<file path="src/rtl/game_ctrl.sv">
// Game-state controller for the dinosaur runner: run/over state,
// collision detection from pixel overlap, BCD score and high score.
module game_ctrl #(
  parameter int SCORE_DIV  = 6,
  parameter int HIT_THRESH = 4
) (
  input  logic        clkdiv,
  input  logic        RESET,
  input  logic        START,
  input  logic        fresh,
  input  logic        video_on,
  input  logic        dino_px,
  input  logic        obst_px,
  output logic        game_status,
  output logic        game_over,
  output logic        hit,
  output logic [15:0] score,
  output logic [15:0] hi_score
);

  localparam int FW = (SCORE_DIV > 1) ? $clog2(SCORE_DIV) : 1;
  localparam logic [FW-1:0] FC_LAST = FW'(SCORE_DIV - 1);
  localparam logic [7:0] THRESH = 8'(HIT_THRESH);

  typedef enum logic [1:0] {
    IDLE = 2'd0,
    RUN  = 2'd1,
    OVER = 2'd2
  } state_t;

  state_t          state;
  state_t          state_n;
  logic            s1;
  logic            s2;
  logic            s3;
  logic            fresh_d;
  logic            start_pulse;
  logic            frame_tick;
  logic            overlap;
  logic            wrap;
  logic [7:0]      ovl_cnt;
  logic [7:0]      ovl_n;
  logic [FW-1:0]   frame_cnt;
  logic [FW-1:0]   frame_n;
  logic [15:0]     score_n;
  logic [15:0]     hi_n;
  logic            status_n;
  logic            over_n;
  logic            hit_n;

  // Add one to a 4-digit BCD value, holding at 9999.
  function automatic logic [15:0] bcd_inc(input logic [15:0] v);
    logic [15:0] r;
    logic        c;
    r = v;
    c = 1'b1;
    if (v != 16'h9999) begin
      for (int i = 0; i < 4; i++) begin
        if (c) begin
          if (r[4*i +: 4] == 4'd9) begin
            r[4*i +: 4] = 4'd0;
          end else begin
            r[4*i +: 4] = r[4*i +: 4] + 4'd1;
            c = 1'b0;
          end
        end
      end
    end
    return r;
  endfunction

  // START synchronizer plus edge-detect delay, and frame strobe delay.
  always_ff @(posedge clkdiv or posedge RESET) begin
    if (RESET) begin
      s1      <= 1'b0;
      s2      <= 1'b0;
      s3      <= 1'b0;
      fresh_d <= 1'b0;
    end else begin
      s1      <= START;
      s2      <= s1;
      s3      <= s2;
      fresh_d <= fresh;
    end
  end

  assign start_pulse = s2 & ~s3;
  assign frame_tick  = fresh_d & ~fresh;
  assign overlap     = video_on & dino_px & obst_px;
  assign wrap        = (frame_cnt == FC_LAST);

  // Next-state, counter and score update logic.
  always_comb begin
    state_n = state;
    ovl_n   = ovl_cnt;
    frame_n = frame_cnt;
    score_n = score;
    hi_n    = hi_score;
    hit_n   = 1'b0;
    unique case (state)
      IDLE, OVER: begin
        if (start_pulse) begin
          state_n = RUN;
          ovl_n   = 8'd0;
          frame_n = '0;
          score_n = 16'h0000;
        end
      end
      RUN: begin
        if (frame_tick) begin
          ovl_n = 8'd0;
          if (ovl_cnt >= THRESH) begin
            state_n = OVER;
            hit_n   = 1'b1;
            if (score > hi_score) begin
              hi_n = score;
            end
          end else if (wrap) begin
            frame_n = '0;
            score_n = bcd_inc(score);
          end else begin
            frame_n = frame_cnt + 1'b1;
          end
        end else if (overlap && (ovl_cnt != 8'hFF)) begin
          ovl_n = ovl_cnt + 8'd1;
        end
      end
      default: begin
        state_n = IDLE;
        ovl_n   = 8'd0;
      end
    endcase
    status_n = (state_n == RUN);
    over_n   = (state_n == OVER);
  end

  // State, counters and registered outputs.
  always_ff @(posedge clkdiv or posedge RESET) begin
    if (RESET) begin
      state       <= IDLE;
      ovl_cnt     <= 8'd0;
      frame_cnt   <= '0;
      score       <= 16'h0000;
      hi_score    <= 16'h0000;
      game_status <= 1'b0;
      game_over   <= 1'b0;
      hit         <= 1'b0;
    end else begin
      state       <= state_n;
      ovl_cnt     <= ovl_n;
      frame_cnt   <= frame_n;
      score       <= score_n;
      hi_score    <= hi_n;
      game_status <= status_n;
      game_over   <= over_n;
      hit         <= hit_n;
    end
  end

endmodule

</file>
<file path="config.mk">
export PLATFORM = sky130hd
export DESIGN_NAME = game_ctrl
export DESIGN_NICKNAME = d
export VERILOG_FILES = /design/src/rtl/game_ctrl.sv
export SDC_FILE = /design/constraint.sdc
export NUM_CORES = 1
export LEC_CHECK = 0
export BUFFER_PORTS_ARGS = -buffer_cell sky130_fd_sc_hd__buf_2
export CAP_MARGIN = 40
export CORE_AREA = 2 2 88 90
export CTS_CLUSTER_DIAMETER = 50
export DETAILED_ROUTE_END_ITERATION = 6
export DIE_AREA = 0 0 90 92
export PLACE_DENSITY = 0.56
export SETUP_SLACK_MARGIN = 0.1
export SYNTH_ARGS = -nofsm -noshare
export SYNTH_HDL_FRONTEND = slang
export SYNTH_SLANG_ARGS = --single-unit
</file>
<file path="constraint.sdc">
create_clock -name clkdiv -period 5.5 [get_ports clkdiv]
set_input_delay 0.55 -clock clkdiv [delete_from_list [all_inputs] [get_ports clkdiv]]
set_output_delay 0.55 -clock clkdiv [all_outputs]
set_load 0.01 [all_outputs]
</file>
==> results of run 1 <==
[sequential cells by signal (all words and copies together), names as in the netlist]
register and flops:
frame_cnt 3, game_status 1, ovl_cnt 8, score 16, hi_score 16, s1 1
hit 1, s3 1, game_over 1, fresh_d 1, s2 1, state 2
[logic make-up after synthesis]
logic type | after synthesis | synth area share
AOI/OAI and AO/OA | 67 | 0.165
xor gates and xnor gates | 5 | 0.0150
adders and majority gates | 26 | 0.112
buffers and inverters | 36 | 0.0519
DFF | 52 | 0.446
muxes | 17 | 0.0635
and+or+nand+nor | 76 | 0.147
[final timing paths]
path                       startpoint     endpoint  slack (ns)
max in group asynchronous       RESET     score[1]        4.64
max reg2reg                 score[12]  hi_score[2]        2.63
min reg2reg                        s1           s2        0.36
min                             START           s1        0.34
max                         score[12]  hi_score[2]        2.63
min in group asynchronous       RESET    score[13]        0.40
[power by group through the flow]
stage | sequential, uW | clock [uW] | combinational (uW)
after floorplan | 456 | 0 | 178
after global placement | 464 | 0 | 232
after detailed placement | 465 | 0 | 232
after CTS | 457 | 277 | 235
after global routing | 465 | 292 | 266
final | 457 | 268 | 231
[area by class of cell]
class	count	area [um^2]
timing repair buffer	43	224
inverter	29	109
clock inverter	3	42.5
multi-input combinational	191	1460
fill	740	4110
sequential	52	1300
clock buffer	5	68.8
tap	102	128
[stage by stage]
step | total power (uW) | area (um^2) | util | setup WS [ns] | std cells
after floorplan | 634 | 2920 | - | 2.88 | 279
after global placement | 696 | 3210 | 0.432 | 2.43 | 416
after detailed placement | 696 | 3230 | 0.433 | 2.65 | 417
after CTS | 969 | 3340 | 0.448 | 2.63 | 425
after global routing | 1020 | 3340 | 0.448 | 2.50 | 425
final | 956 | 3340 | 0.448 | 2.63 | 425
[metal layers]
layer  wire length, um  global-route usage  up-vias
li1                  -                   -     1111
met1              3040               0.218     1085
met5                 0                   0        -
met3               203              0.0296        6
met2              2750               0.257       37
met4                72              0.0462        0
[layout by cell type, fill, tap and decap left out, drive strengths merged, types with 6 or more instances in the layout]
cell   synthesis  final
ha            26     26
dfrtp         52     52
mux2          12     12
a21oi          8      8
o21ai         20     20
nor2          12     12
nand2         12     12
o31ai         15     15
nand4          6      6
inv           29     29
nand3          9      9
buf            3     43
o41ai          6      6
==> summary.txt, run 1 <==
CTS buffer count: 5
Hold-fix buffers at CTS: 0
Synth top cells by count: dfrtp_1 (52), inv_1 (29), ha_1 (26), o21ai_0 (19), o31ai_1 (15)
Synth cell types: 47
CP Cell Sequence: ha_1 > nand4_1 > or4_1 > a21o_1 > a31oi_2 > buf_6 > mux2_2
Top cells by area, synth: dfrtp_1 (45%), ha_1 (11%), mux2_2 (4.6%), o31ai_1 (3.9%), inv_1 (3.7%)
CTS Sinks: 52
Combinational power share: 0.242
Final HPWL DP: 4.41 mm
Avg Cell Area, Syn: 10.5 um^2
Unrepaired setup endpoints after global routing: false
Pin count of the biggest net entering global routing: 53
Internal Power: 630 uW
Post-synthesis sequential area ratio: 0.446
First-pass GRT wire length: 10.7 mm
Clk network pwr share: 0.280
Setup Crit Path Kind: reg2reg
Final hold vios: 0
Initial antenna violation count: 0
Antenna diode count: 0
Worst min path class: in2reg
Worst Skew: 0.00961 ns
Initial Util: 0.392
Critical-path top delay cell: or4_1
Share of post-route cells with drive strength above 1: 0.223
Site Rows: 32
DRT iter0 DRCs: 104
Routed WL: 6.06 mm
Die area: 8280 um^2
Worst setup EP type: register
CTS Buffer Depth: 2
Critical Path Source Type: register
DR pass1 iterations: 4
Worst R2R Path Depth: 7
WHS Path Cells: 1
DR vias: 2239
Vias/cell: 5.27
Number of synthesized flops with an enable pin: 0
Final min period: 2.87 ns
Worst endpoint required time: 5.71 ns
Switching portion of total power: 0.342
GRT Util Overall: 0.158
Reg clk slew, reported paths: 0.10 ns
Number of synthesized register bits: 52
Critical path arrival: 3.08 ns
Core Area: 7450 um^2
Leakage power: 0.00163 uW
Post-synth top area share: 0.446
Flop pwr share: 0.478
Worst Path Buf+Inv: 1
Asr flop ratio synth: 1.00
Net Switching: 327 uW
PwrDens: 287 nW/um^2
Slew @ Worst Pin: 0.676 ns
Clk_lat worst skew: 0.31 ns
Syn_nets: 312
Crit share post-route: 0.522
I/O Buffers: 41
Final ANT Viol Nets: 0
Max stage delay on crit path: 0.60 ns
Max VDD drop: 0.166 mV
Synth Warn #: 0
CP Max Fanout: 10
Clock root cell: clkbuf_8
Synth Cell Area: 2920 um^2
H-tree Lvls: 2
PostCTS Resize Cnt: 0
Gr ovfl total: 0
Nets: 355
Detailed-route DRC error count: 0
Top delay family on crit path: simple AND/OR/NAND/NOR gates
Synthesized instance count: 279
CTS tree: done
Area growth syn-to-layout: 14.4%
Max-Cap Viols: 0
Placer congestion estimate: 0.742
FMAX: 348 MHz
Io pins: 42
DIE HEIGHT: 92 um
Critical path depth in cells: 7
Final setup viols: 0
Routed wire per std cell: 14.3 um
WHS: 0.342 ns
Max-slew headroom: 0.549
Post-CTS Repair Setup Buffers: 0
Run status: finished, final reports clean
Count leader, synth: dfrtp_1
Setup TNS Final: 0 ns
Final slew viol count: 0
Vias in the first global route: 2168
Cell taking the most area after synthesis: dfrtp_1
Chip Width: 90 um
Top_reg_cell synth: dfrtp_1
(Power assumes the default switching activity.)
==> run 2, diff against run 1 <==
- clock period: 5.5 -> 3 ns (I/O delays scaled with it)
==> summary.txt, run 2 (synthesized netlist as in run 1, its figures left out) <==
CTS Sinks: 52 (unchanged)
PwrDens: 531 nW/um^2 (+85%)
Final setup viols: 0 (unchanged)
Inst Count DP: 420 (+0.72%)
Gr ovfl total: 0 (unchanged)
Worst min path class: in2async
Unrepaired setup endpoints after global routing: false
Slew @ Worst Pin: 0.591 ns (-0.0848 ns)
Worst Skew: 0.00892 ns (-0.000693 ns)
Post-CTS Repair Setup Buffers: 0 (unchanged)
Met3 wire len: 261 um (+29%)
Final hold vios: 0 (unchanged)
Fin cells: 428 (+0.71%)
Setup TNS Final: 0 ns (unchanged)
CTS tree: done
Final HPWL DP: 4.56 mm (+3.5%)
Final ANT Viol Nets: 0 (unchanged)
Die area: 8280 um^2 (unchanged)
Commonest non-fill, non-tap cell in the layout: dfrtp_1
Max VDD drop: 0.279 mV (+68%)
Detailed-route DRC error count: 0 (unchanged)
Initial antenna violation count: 0 (unchanged)
Chip Width: 90 um (unchanged)
Site Rows: 32 (unchanged)
Core Area: 7450 um^2 (unchanged)
CTS buffer count: 5 (unchanged)
Leakage power: 0.00164 uW (+0.92%)
FMAX: 372 MHz (+6.6%)
Vias in the first global route: 2188 (+0.92%)
Vias/cell: 5.22 (-0.92%)
Initial Util: 0.392 (unchanged)
Pin count of the biggest net entering global routing: 28 (-47%)
Met2 Wirelength: 2.70 mm (-1.6%)
Top Metal Used: met4
Share of post-route cells with drive strength above 1: 0.230 (+0.00715)
H-tree Lvls: 2 (unchanged)
Final slew viol count: 0 (unchanged)
GRT Util Overall: 0.156 (-0.00285)
Biggest regs: hi_score: 16 flops, score: 16 flops, ovl_cnt: 8 flops
DRT iter0 DRCs: 125 (+20%)
Hold-fix buffers at CTS: 0 (unchanged)
Io pins: 42 (unchanged)
DIE HEIGHT: 92 um (unchanged)
CP Max Fanout: 16 (+6)
Setup Crit Path Kind: reg2reg
Worst setup EP type: register
I/O Buffers: 41 (unchanged)
First-pass GRT wire length: 10.6 mm (-0.91%)
Run status: finished, final reports clean
Area growth syn-to-layout: 15.2%
Placer congestion estimate: 0.822 (+11%)
Nets: 358 (+0.85%)
Crit share post-route: 0.897 (+0.375)
DR pass1 iterations: 4 (unchanged)
CTS Buffer Depth: 2 (unchanged)
DR vias: 2234 (-0.22%)
Max-slew headroom: 0.605 (+0.0561)
Worst endpoint required time: 3.21 ns (-2.50 ns)
Routed WL: 6.15 mm (+1.4%)
Wire length on met1: 3.07 mm (+0.99%)
Critical Path Source Type: register
Clock root cell: clkbuf_8
PostCTS Resize Cnt: 0 (unchanged)
Antenna diode count: 0 (unchanged)
Critical path arrival: 2.90 ns (-0.18 ns)
Final min period: 2.69 ns (-0.179 ns)
Most frequent cells in the layout: dfrtp_1 (52), buf_2 (41), inv_1 (28), ha_1 (26), o21ai_0 (19)
Post-layout util: 0.451 (+0.00302)
Max-Cap Viols: 0 (unchanged)
Reg clk slew, reported paths: 0.10 ns (about the same)
Routed wire per std cell: 14.4 um (+0.71%)
Clk_lat worst skew: 0.31 ns (about the same)
[run 2: cell count changes in the layout (fill, tap and decap cells not counted)]
cell,delta
inv_6,+1
clkinv_2,-1
buf_6,-1
buf_4,+4
[run 2: cell type report]
type	count	area, um^2
multi-input cells	191	1460
fillers	721	4090
clock inverters	3	46.3
inverters	29	109
flip-flops and latches	52	1300
clock buffers	5	68.8
well taps	102	128
repair buffers	46	243
[run 2: where the power goes]
part / internal [uW] / switching [uW] / total (uW)
Sequential: 759 / 78.8 / 838
Combinational: 160 / 282 / 442
Clock: 252 / 252 / 503
Total: 1170 / 613 / 1780
[run 2: metal layers]
metal,global-route usage,up-vias
met5,0,-
met4,0.0564,0
met3,0.0247,10
met2,0.241,44
met1,0.222,1066
li1,-,1114
[run 2: metrics by stage]
step,instance area [um^2],setup WS [ns],hold slack [ns],total power [uW]
finish,3360,0.309,0.0290,1780
floorplan,2920,0.382,0.331,1160
CTS,3360,0.337,0.0572,1800
detailed placement,3240,0.357,0.341,1300
global placement,3240,0.428,0.336,1290
global route,3360,0.177,0.0871,1900
[run 2: final timing paths]
check / to / startpoint / cells past startpoint / slack [ns]
min in group clkdiv: s1 / START / 1 / 0.09
worst max register to register: hi_score[2] / score[15] / 7 / 0.31
worst max-delay path: hi_score[2] / score[15] / 7 / 0.31
worst min register to register: s2 / s1 / 0 / 0.36
worst min-delay path: score[12] / RESET / 2 / 0.03
max in group asynchronous: hi_score[3] / RESET / 3 / 2.22
[run 2: critical path, stage by stage, from the launching register on]
cell	delay (ns)
dfrtp_1	0.47
ha_1	0.33
nand4_1	0.18
or4_1	0.59
a21o_1	0.18
a31oi_2	0.18
buf_4	0.28
mux2_2	0.37
==> run 3, diff against run 2 <==
- CORE_AREA: 2 2 88 90 -> 2 2 79 100
- DIE_AREA: 0 0 90 92 -> 0 0 81 102
==> summary.txt, run 3 (synthesized netlist as in run 1, its figures left out) <==
PostCTS Resize Cnt: 0 (unchanged)
Critical-path top delay cell: or4_1
Gr ovfl total: 0 (unchanged)
Core Area: 7270 um^2 (-2.4%)
Chip Width: 81 um (-10%)
Nets: 362 (+1.1%)
Critical Path Source Type: register
Final setup viols: 0 (unchanged)
Commonest non-fill, non-tap cell in the layout: dfrtp_1
Fillers: 728 (+0.97%)
CTS Buffer Depth: 2 (unchanged)
DR vias: 2302 (+3.0%)
CP Cell Sequence: ha_1 > nand4_1 > or4_1 > a21o_1 > a31oi_2 > buf_4 > mux2_2
FMAX: 387 MHz (+4.1%)
Vias/cell: 5.45 (+4.5%)
Vias in the first global route: 2171 (-0.78%)
Critical path arrival: 2.78 ns (-0.12 ns)
Post-layout util: 0.462 (+0.0105)
Final slew viol count: 0 (unchanged)
Max stage delay on crit path: 0.59 ns (about the same)
Reg clk slew, reported paths: 0.10 ns (about the same)
Final hold vios: 0 (unchanged)
Clock root cell: clkbuf_8
Routed wire per std cell: 14.8 um (+2.7%)
Register area: 1300 um^2 (unchanged)
Post-route cell area: 3360 um^2 (-0.11%)
Post-CTS Repair Setup Buffers: 0 (unchanged)
Final HPWL DP: 4.67 mm (+2.4%)
Setup Crit Path Kind: reg2reg
DRT iter0 DRCs: 138 (+10%)
Cell Area, Placed: 3260 um^2 (+0.54%)
Worst setup EP type: register
Io pins: 42 (unchanged)
CTS Sinks: 52 (unchanged)
Initial Util: 0.401 (+0.00957)
Placer congestion estimate: 0.805 (-2.1%)
Max VDD drop: 0.289 mV (+3.5%)
Leakage power: 0.00165 uW (+0.66%)
Unrepaired setup endpoints after global routing: false
Run status: finished, final reports clean
Hold-fix buffers at CTS: 0 (unchanged)
Slew @ Worst Pin: 0.628 ns (+0.0371 ns)
Worst min path class: in2async
DIE HEIGHT: 102 um (+11%)
Multi-input logic area: 1460 um^2 (unchanged)
Site Rows: 35 (+9.4%)
Crit share post-route: 0.862 (-0.0356)
CTS tree: done
Final ANT Viol Nets: 0 (unchanged)
Worst Skew: 0.00964 ns (+0.000720 ns)
Setup TNS Final: 0 ns (unchanged)
Die area: 8260 um^2 (-0.22%)
Most frequent cells in the layout: dfrtp_1 (52), buf_2 (41), inv_1 (28), ha_1 (26), o21ai_0 (19)
Area growth syn-to-layout: 15.1%
Final min period: 2.58 ns (-0.107 ns)
Max-slew headroom: 0.580 (-0.0249)
CP Max Fanout: 8 (-8)
CTS buffer count: 5 (unchanged)
DR pass1 iterations: 4 (unchanged)
Clk_lat worst skew: 0.31 ns (about the same)
WHS: 0.0555 ns (+0.0266 ns)
Max-Cap Viols: 0 (unchanged)
First-pass GRT wire length: 10.5 mm (-0.52%)
I/O Buffers: 41 (unchanged)
Initial antenna violation count: 0 (unchanged)
Pin count of the biggest net entering global routing: 29 (+3.6%)
H-tree Lvls: 2 (unchanged)
Routed WL: 6.23 mm (+1.3%)
PwrDens: 508 nW/um^2 (-4.4%)
Setup WS post-layout: 0.415 ns (+0.107 ns)
Antenna diode count: 0 (unchanged)
GRT Util Overall: 0.164 (+0.00873)
Biggest regs: hi_score: 16 flops, score: 16 flops, ovl_cnt: 8 flops
Pre-CTS WS: 0.418 ns (+0.0608 ns)
Share of post-route cells with drive strength above 1: 0.236 (+0.00630)
Worst endpoint required time: 3.20 ns (about the same)
Detailed-route DRC error count: 0 (unchanged)
==> run 3: cell types whose count changed in the layout (fill, tap and decap cells not counted) <==
| cell | previous run | this run |
|---|---|---|
| bufinv_16 | 1 | 0 |
| buf_4 | 5 | 9 |
| clkbuf_1 | 0 | 1 |
| clkbuf_8 | 5 | 6 |
| inv_6 | 1 | 0 |
==> run 3: final cells by class <==
| class | count | area share |
|---|---|---|
| Clock buffer | 7 | 0.0257 |
| Inverter | 29 | 0.0324 |
| Timing Repair Buffer | 50 | 0.0813 |
| Tap cell | 92 | 0.0343 |
| Multi-Input combinational cell | 191 | 0.436 |
| Sequential cell | 52 | 0.388 |
| Clock inverter | 1 | 0.00224 |
==> run 3: final timing paths <==
kind,start,to,slack [ns],depth (start not counted)
max,score[12],hi_score[4],0.42,7
min,RESET,ovl_cnt[0],0.06,2
min in group clkdiv,START,s1,0.10,1
max in group asynchronous,RESET,frame_cnt[2],2.30,3
min reg2reg,s1,s2,0.36,0
max reg2reg,score[12],hi_score[4],0.42,7
==> run 3: power by group <==
| group | internal [uW] | total (uW) | switching (uW) |
|---|---|---|---|
| logic | 160 | 441 | 280 |
| registers | 759 | 839 | 79.8 |
| clock network | 188 | 424 | 236 |
==> run 3: stage by stage <==
step / total power (uW) / cells
floorplan: 1160 / 279
global placement: 1290 / 414
detailed placement: 1290 / 414
CTS: 1720 / 422
global route: 1830 / 422
finish: 1700 / 422
==> run 3: routing by layer <==
| layer | track usage | share of wire |
|---|---|---|
| met4 | 0.0522 | 0.016 |
| met3 | 0.0274 | 0.027 |
| met5 | 0 | 0 |
| met1 | 0.209 | 0.45 |
| met2 | 0.284 | 0.50 |
==> run 3: critical path, delay by kind of cell (launching register included) <==
kind,cells,cell delay (ns)
AOI/OAI and AO/OA,2,0.37
muxes,1,0.35
DFF,1,0.47
adders and majority gates,1,0.31
and+or+nand+nor,2,0.77
buffers and inverters,1,0.21
